$ cat src/rtl/multicycle_control_unit.sv
// Moore control FSM for the multicycle RV32I core: sequences IF/ID/EX/MEM/WB over the shared ALU and memory.
// Optional build macro MC_CTRL_PERF_CNT_EN adds cycle_count / retire_count outputs.
module multicycle_control_unit #(
   parameter logic [2:0] RESET_STATE = 3'd0
) (
   input  logic        clk,
   input  logic        reset,
   input  logic [6:0]  opcode,
   input  logic        mem_ready,
   input  logic        halt_cond,
   output logic        pc_write,
   output logic        pc_write_cond,
   output logic [1:0]  pc_source,
   output logic        i_or_d,
   output logic        mem_read,
   output logic        mem_write,
   output logic        ir_write,
   output logic        reg_write,
   output logic [1:0]  mem_to_reg,
   output logic [1:0]  alu_src_a,
   output logic [1:0]  alu_src_b,
   output logic [1:0]  alu_op_sel,
   output logic        is_halted,
   output logic [2:0]  state
`ifdef MC_CTRL_PERF_CNT_EN
   ,
   output logic [31:0] cycle_count,
   output logic [31:0] retire_count
`endif
);

   localparam logic [6:0] OP_R      = 7'b0110011;
   localparam logic [6:0] OP_IMM    = 7'b0010011;
   localparam logic [6:0] OP_LOAD   = 7'b0000011;
   localparam logic [6:0] OP_STORE  = 7'b0100011;
   localparam logic [6:0] OP_BRANCH = 7'b1100011;
   localparam logic [6:0] OP_JAL    = 7'b1101111;
   localparam logic [6:0] OP_JALR   = 7'b1100111;
   localparam logic [6:0] OP_ECALL  = 7'b1110011;

   typedef enum logic [2:0] {
      S_IF   = 3'd0,
      S_ID   = 3'd1,
      S_EX   = 3'd2,
      S_MEM  = 3'd3,
      S_WB   = 3'd4,
      S_HALT = 3'd5
   } state_e;

   state_e state_q, state_d;

   logic pc_write_raw, pc_write_cond_raw, ir_write_raw, reg_write_raw, mem_write_raw;

   always_ff @(posedge clk) begin
      if (reset) state_q <= state_e'(RESET_STATE);
      else       state_q <= state_d;
   end

   always_comb begin
      state_d           = state_q;
      pc_write_raw      = 1'b0;
      pc_write_cond_raw = 1'b0;
      ir_write_raw      = 1'b0;
      reg_write_raw     = 1'b0;
      mem_write_raw     = 1'b0;
      pc_source         = 2'b00;
      i_or_d            = 1'b0;
      mem_read          = 1'b0;
      mem_to_reg        = 2'b00;
      alu_src_a         = 2'b00;
      alu_src_b         = 2'b00;
      alu_op_sel        = 2'b00;
      is_halted         = 1'b0;

      case (state_q)
         S_IF: begin
            // PC <= PC + 4 and IR latch both commit on the same ready cycle
            mem_read     = 1'b1;
            alu_src_b    = 2'b01;
            ir_write_raw = mem_ready;
            pc_write_raw = mem_ready;
            if (mem_ready) state_d = S_ID;
         end
         S_ID: begin
            // ALUOut captures old_pc + imm, the branch/JAL target used in EX
            alu_src_a = 2'b10;
            alu_src_b = 2'b10;
            case (opcode)
               OP_ECALL: state_d = halt_cond ? S_HALT : S_IF;
               OP_R, OP_IMM, OP_LOAD, OP_STORE,
               OP_BRANCH, OP_JAL, OP_JALR: state_d = S_EX;
               default: state_d = S_IF;
            endcase
         end
         S_EX: begin
            state_d = S_IF;
            case (opcode)
               OP_R: begin
                  alu_src_a  = 2'b01;
                  alu_src_b  = 2'b00;
                  alu_op_sel = 2'b10;
                  state_d    = S_WB;
               end
               OP_IMM: begin
                  alu_src_a  = 2'b01;
                  alu_src_b  = 2'b10;
                  alu_op_sel = 2'b10;
                  state_d    = S_WB;
               end
               OP_LOAD, OP_STORE: begin
                  alu_src_a = 2'b01;
                  alu_src_b = 2'b10;
                  state_d   = S_MEM;
               end
               OP_BRANCH: begin
                  alu_src_a         = 2'b01;
                  alu_src_b         = 2'b00;
                  alu_op_sel        = 2'b01;
                  pc_write_cond_raw = 1'b1;
                  pc_source         = 2'b01;
               end
               OP_JAL: begin
                  // PC already holds old_pc + 4, which becomes the link value
                  pc_write_raw  = 1'b1;
                  pc_source     = 2'b01;
                  reg_write_raw = 1'b1;
                  mem_to_reg    = 2'b10;
               end
               OP_JALR: begin
                  alu_src_a     = 2'b01;
                  alu_src_b     = 2'b10;
                  pc_write_raw  = 1'b1;
                  pc_source     = 2'b10;
                  reg_write_raw = 1'b1;
                  mem_to_reg    = 2'b10;
               end
               default: state_d = S_IF;
            endcase
         end
         S_MEM: begin
            i_or_d        = 1'b1;
            mem_read      = (opcode == OP_LOAD);
            mem_write_raw = (opcode == OP_STORE);
            if (mem_ready) state_d = (opcode == OP_LOAD) ? S_WB : S_IF;
         end
         S_WB: begin
            reg_write_raw = 1'b1;
            mem_to_reg    = (opcode == OP_LOAD) ? 2'b01 : 2'b00;
            state_d       = S_IF;
         end
         S_HALT: begin
            is_halted = 1'b1;
         end
         default: state_d = S_IF;
      endcase
   end

   // Reset suppresses every architectural write, abandoning any pending access
   assign pc_write      = pc_write_raw      & ~reset;
   assign pc_write_cond = pc_write_cond_raw & ~reset;
   assign ir_write      = ir_write_raw      & ~reset;
   assign reg_write     = reg_write_raw     & ~reset;
   assign mem_write     = mem_write_raw     & ~reset;
   assign state         = state_q;

`ifdef MC_CTRL_PERF_CNT_EN
   logic [31:0] cycle_q, cycle_d, retire_q, retire_d;
   logic        retire_evt;

   assign retire_evt = ((state_d == S_IF) &&
                        (state_q inside {S_ID, S_EX, S_MEM, S_WB})) ||
                       ((state_d == S_HALT) && (state_q != S_HALT));

   always_comb begin
      cycle_d  = cycle_q;
      retire_d = retire_q;
      if (state_q != S_HALT) cycle_d = cycle_q + 32'd1;
      if (retire_evt)        retire_d = retire_q + 32'd1;
   end

   always_ff @(posedge clk) begin
      if (reset) begin
         cycle_q  <= 32'd0;
         retire_q <= 32'd0;
      end else begin
         cycle_q  <= cycle_d;
         retire_q <= retire_d;
      end
   end

   assign cycle_count  = cycle_q;
   assign retire_count = retire_q;
`endif

endmodule

$ cat config.mk
export PLATFORM = sky130hd
export DESIGN_NAME = multicycle_control_unit
export DESIGN_NICKNAME = d
export VERILOG_FILES = /design/src/rtl/multicycle_control_unit.sv
export SDC_FILE = /design/constraint.sdc
export NUM_CORES = 1
export LEC_CHECK = 0
export CORE_AREA = 3 3 40 42
export CTS_CLUSTER_SIZE = 25
export DETAILED_ROUTE_END_ITERATION = 16
export DIE_AREA = 0 0 43 45
export HOLD_SLACK_MARGIN = 0.1
export MAX_ROUTING_LAYER = met4
export PLACE_DENSITY = 0.78
export SETUP_SLACK_MARGIN = 0.5
export SYNTH_ARGS = -nofsm -noshare
export SYNTH_HDL_FRONTEND = slang
export SYNTH_SLANG_ARGS = --single-unit
$ cat constraint.sdc
create_clock -name clk -period 4.1 [get_ports clk]
set_clock_uncertainty 0.2 [all_clocks]
set_input_delay 0.615 -clock clk [delete_from_list [all_inputs] [get_ports clk]]
set_output_delay 0.615 -clock clk [all_outputs]
set_load 0.01 [all_outputs]
== Word level (Yosys, flattened, before mapping) ==
Index checks and enable logic that the tools add are counted.

* Muxes and demuxes: 28
* Bitwise operators: 7
* Eq/ne operators: 15
* Reduce and logical (&&, ||, !) cells: 9

{| class="wikitable"
|+ Operators with widths
! kind !! number
|-
| 7-bit == test (second input constant) || 4
|-
| 2-bit case mux with 2 select lines || 4
|-
| 3-bit case mux with 5 select lines || 1
|-
| 7-bit by 6-bit == test with 1-bit output (second input constant) || 2
|-
| 3-bit 2-to-1 mux || 4
|-
| 3-bit case mux with 2 select lines || 2
|-
| 1-bit 2-to-1 mux || 9
|-
| 2-bit 2-to-1 mux || 4
|-
| 2-bit OR reduction || 4
|-
| 7-bit by 2-bit == test with 1-bit output (second input constant) || 1
|-
| 7-bit by 5-bit == test with 1-bit output (second input constant) || 1
|-
| 7-bit OR reduction || 1
|-
| 3-bit by 2-bit == test with 1-bit output (second input constant) || 2
|-
| 3-bit == test (second input constant) || 2
|-
| 1-bit case mux with 2 select lines || 3
|-
| 2-bit case mux with 3 select lines || 1
|-
| 6-bit OR reduction || 1
|-
| 1-bit bitwise AND || 5
|-
| 2-bit != test (second input constant) || 2
|-
| 4-bit OR reduction || 1
|-
| 3-bit by 1-bit == test with 1-bit output (second input constant) || 1
|-
| 3-bit logical NOT || 1
|-
| 3-bit AND reduction || 1
|-
| 1-bit inverter || 2
|}

* Output and inout bits: 21
* Word-level logic and storage cells: 60
* Flip-flop bits (word level): 3

== Logic depth before layout (Yosys ltp) ==
* Depth in word-level cells: 5
* Depth in mapped cells: 5
* Depth with buffers taken out: 5

== Worst setup path before layout ==
Ideal clock, no wire load.

* Kind: input-to-output
* Start point: input opcode[1]
* End point: output alu_src_b[1]
* Data arrival time: 1.832 ns
* Slack: 1.453 ns
* Stages on the path: 4
* Cell sequence: nand3b_1 -> or2_1 -> or4_1 -> o2111ai_1

* Cells in the longest elaborated chain, start to end: 4
* Elaborated cells between the ends (all ways): 7
* Those cells by class: eq/ne: 4; mux: 2; reduce/logical: 1

{| class="wikitable"
|+ Ends and longest elaborated chain
! what !! RTL line !! text
|-
| from (decl) || 8 || <nowiki>input logic [6:0] opcode,</nowiki>
|-
| 7-bit by 2-bit == test with 1-bit output (tied with other cells) || 97 || <nowiki>case (opcode)</nowiki>
|-
| 4-bit OR reduction (no line) (*) || - ||
|-
| 2-bit 2-to-1 mux (*) || 97 ||
|-
| 2-bit case mux with 3 select lines (*) || 75 || <nowiki>case (state_q)</nowiki>
|-
| to (decl) || 21 || <nowiki>output logic [1:0] alu_src_b,</nowiki>
|}

Every way passes the cells marked *; elsewhere a longest branch is shown, timed or not.

== Final worst setup path ==
* Start point: input opcode[4]
* End point: output mem_read

* Cells in the longest elaborated chain, start to end: 2

{| class="wikitable"
|+ Ends and longest elaborated chain
! what !! RTL line !! text
|-
| 7-bit by 2-bit == test with 1-bit output || 142 || <nowiki>mem_read = (opcode == OP_LOAD);</nowiki>
|-
| 1-bit case mux with 2 select lines || 75 ||
|-
| to (decl) || 15 || <nowiki>output logic mem_read,</nowiki>
|}

No other way between the ends.

==> results <==
[final cells by class]
| type | count | area (sq um) |
|---|---|---|
| Tap cell | 15 | 18.8 |
| Fill cell | 118 | 495 |
| Sequential cell | 3 | 60.1 |
| Inverter | 8 | 30.0 |
| Clock buffer | 4 | 26.3 |
| Multi-Input combinational cell | 51 | 329 |
| Timing Repair Buffer | 32 | 325 |
[per-layer routing]
metal	vias up	global-route usage [%]	share of wire, %
li1	302	-	-
met1	260	17.7	40
met2	37	25.7	48
met3	2	6.77	12
met4	0	7.23	0.74
met5	-	-	0
[cells by family after synthesis]
logic type             count (synthesis)  share of synthesized area, %
AND/OR/NAND/NOR                       39                          57.1
buffers and inverters                  9                          8.11
AO/OA/AOI/OAI                         12                          20.4
flip-flops                             3                          14.4
[cell usage after synthesis (2+ instances only)]
library cell	count	area (sq um)
or3b_2	2	17.5
nand2_1	4	15.0
nor4_1	4	25.0
or3_4	3	33.8
nor2_1	7	26.3
nand2b_1	3	18.8
or4_1	2	15.0
or3_1	3	18.8
or2_1	2	12.5
o21ai_0	2	10.0
nor3_1	4	20.0
a21oi_1	3	15.0
dfxtp_1	3	60.1
nand3b_1	2	15.0
inv_1	7	26.3
a31oi_1	2	12.5
[power groups by stage]
stage / clock, mW / sequential (mW) / combinational, mW
after floorplan: 0 / 0.0325 / 0.0176
after global placement: 0 / 0.0325 / 0.0442
after detailed placement: 0 / 0.0326 / 0.0446
after CTS: 0.0532 / 0.0321 / 0.0453
after global routing: 0.0544 / 0.0324 / 0.0490
final: 0.0518 / 0.0322 / 0.0447
[final timing paths]
| kind | slack, ns | to | start |
|---|---|---|---|
| worst max-delay path | 0.56 | mem_read | opcode[4] |
| worst min-delay path | 0.49 | state[0]$_SDFFE_PP0P_ | state[2]$_SDFFE_PP0P_ |
| worst max register to register | 2.31 | state[2]$_SDFFE_PP0P_ | state[2]$_SDFFE_PP0P_ |
| worst min register to register | 0.49 | state[0]$_SDFFE_PP0P_ | state[2]$_SDFFE_PP0P_ |
[worst max-delay path, delay by kind of cell]
family                 cells  cell delay, ns
buffers and inverters      2            0.98
AND/OR/NAND/NOR            4            1.12
[what timing repair did]
item	in CTS	in global routing
gates resized for setup	4	4
setup endpoints to repair	6	4
pin swaps	1	0
setup buffers	1	0
cloned	0	0
[stage by stage]
step | hold WS (ns) | worst slack (ns) | cell area [sq um] | utilization, %
6_report | 0.492 | 0.561 | 790 | 61.4
4_1_cts | 0.490 | 0.505 | 779 | 60.7
2_1_floorplan | 0.477 | 1.45 | 417 | -
3_5_place_dp | 0.499 | 0.394 | 742 | 57.7
3_3_place_gp | 0.495 | 0.394 | 742 | 57.7
5_1_grt | 0.561 | 0.504 | 790 | 61.4
==> impl_results.md <==
- Status: completed
- Post-DP HPWL: 1170 microns
- Hold-fix buffers at CTS: 0
- Crit Path Category: input pin to output port
- Worst-Margin Slew: between 0.3 and 0.4 ns
- Startpoint Class: input pin
- Drt first-iter violations: 17
- Largest net degree at the start of global routing: 10
- Syn avg cell area: between 6 and 7 sq um
- DRC violations left: 0
- Final hold vios: 0
- Commonest non-fill, non-tap cell in the layout: clkdlybuf4s50_1
- First-pass GRT wire length: 2350 microns
- Clk_lat worst skew: ~0.24 ns
- Gp weighted congestion: 0.811
- Post-layout nets: 110
- Comb power frac: between 30% and 40%
- Fmax: 283 MHz
- Final setup fails: 0
- Crit-path cells: clkdlybuf4s50_1 -> or3_4 -> or3_4 -> or3_4 -> nand2_1 -> clkdlybuf4s50_1
- Post-Route WL: between 1000 and 1500 microns
- Rows: 13
- Net Switching: roughly 0.037 mW
- Total power: 0.129 mW
- Max FFs per register: 3
- Cell Pwr Density: about 160 nW/um^2
- Fin crit period: approximately 3.5 ns
- Slowest CP cell: clkdlybuf4s50_1
- Hold depth: 3
- Share of cells above drive strength 1: 14.3%
- WP data required: 3.28 ns
- CTS tree: yes
- Relative slew margins: 75.2%
- Slew Viols, Final: 0
- P_int: 0.0914 mW
- Data arrival time of the critical path: 2.72 ns
- Most frequent cells in the layout: clkdlybuf4s50_1, inv_1, nor2_1
- Routed length per placed instance: ~13 microns
- Vias in the first global route: approximately 580
- ANT cells: 0
- Synth Warn #: 0
- Clk buf depth: 2
- 1st-pass router iterations: 4
- Worst Path Max Fanout: 4
- Synth Instances: 63
- Reg2Reg Depth: 4
- Antenna Violating Nets Remaining: 0
- CP most frequent cell: or3_4
- Initial core utilization: about 32%
- Clock transition at the registers of the reported paths: 0.03 ns
- Area growth from synthesis to layout: 89.5%
- Leakage power: around 0.36 nW
- TritonCTS Sinks: 3
- Crit path largest cell delay: about 0.52 ns
- Core Area: between 1000 and 1500 sq um
- Clock Power Share: between 40 and 50%
- Reg power frac: 25.0%
- CTS root buffer: clkbuf_4
- Post-synth top flop: dfxtp_1
- RSZ-0062 raised after global routing: no
- Final worst path period share: about 86%
- Library cells used by synthesis: 26
- Element type at the critical path end: output port
- Worst min path class: flip-flop to flip-flop
- Total of max-cap violations: 0
- Gr ovfl total: 0
- Syn nets: 74
- Peak supply drop: between 100 and 150 uV
- All-Layer GR Usage: between 10% and 20%
- Die area: 1940 sq um
- Placed Cells: between 100 and 150
- Die width: 43 microns
- Switching Share: a little under 30%
- Vias: ~600
- Die height: approximately 45 microns
- CTS Buf Count: 3
- Post-synthesis async set-or-reset flop share: 0%
- H-tree depth: 1
- Number of synthesized register bits: 3
- TNS Setup: 0 ns
- IO Count: 32
- Number of synthesized flops with an enable pin: 0
- Synthesized cell area: 417 sq um
- DR vias/cell: approximately 5.3
- Initial antenna violation count: 0
- Non-Filler Instances: about 110
- Port Buffers: 31
- Seq/Total Area, Yosys: between 10 and 15%
(Power assumes the default switching activity.)
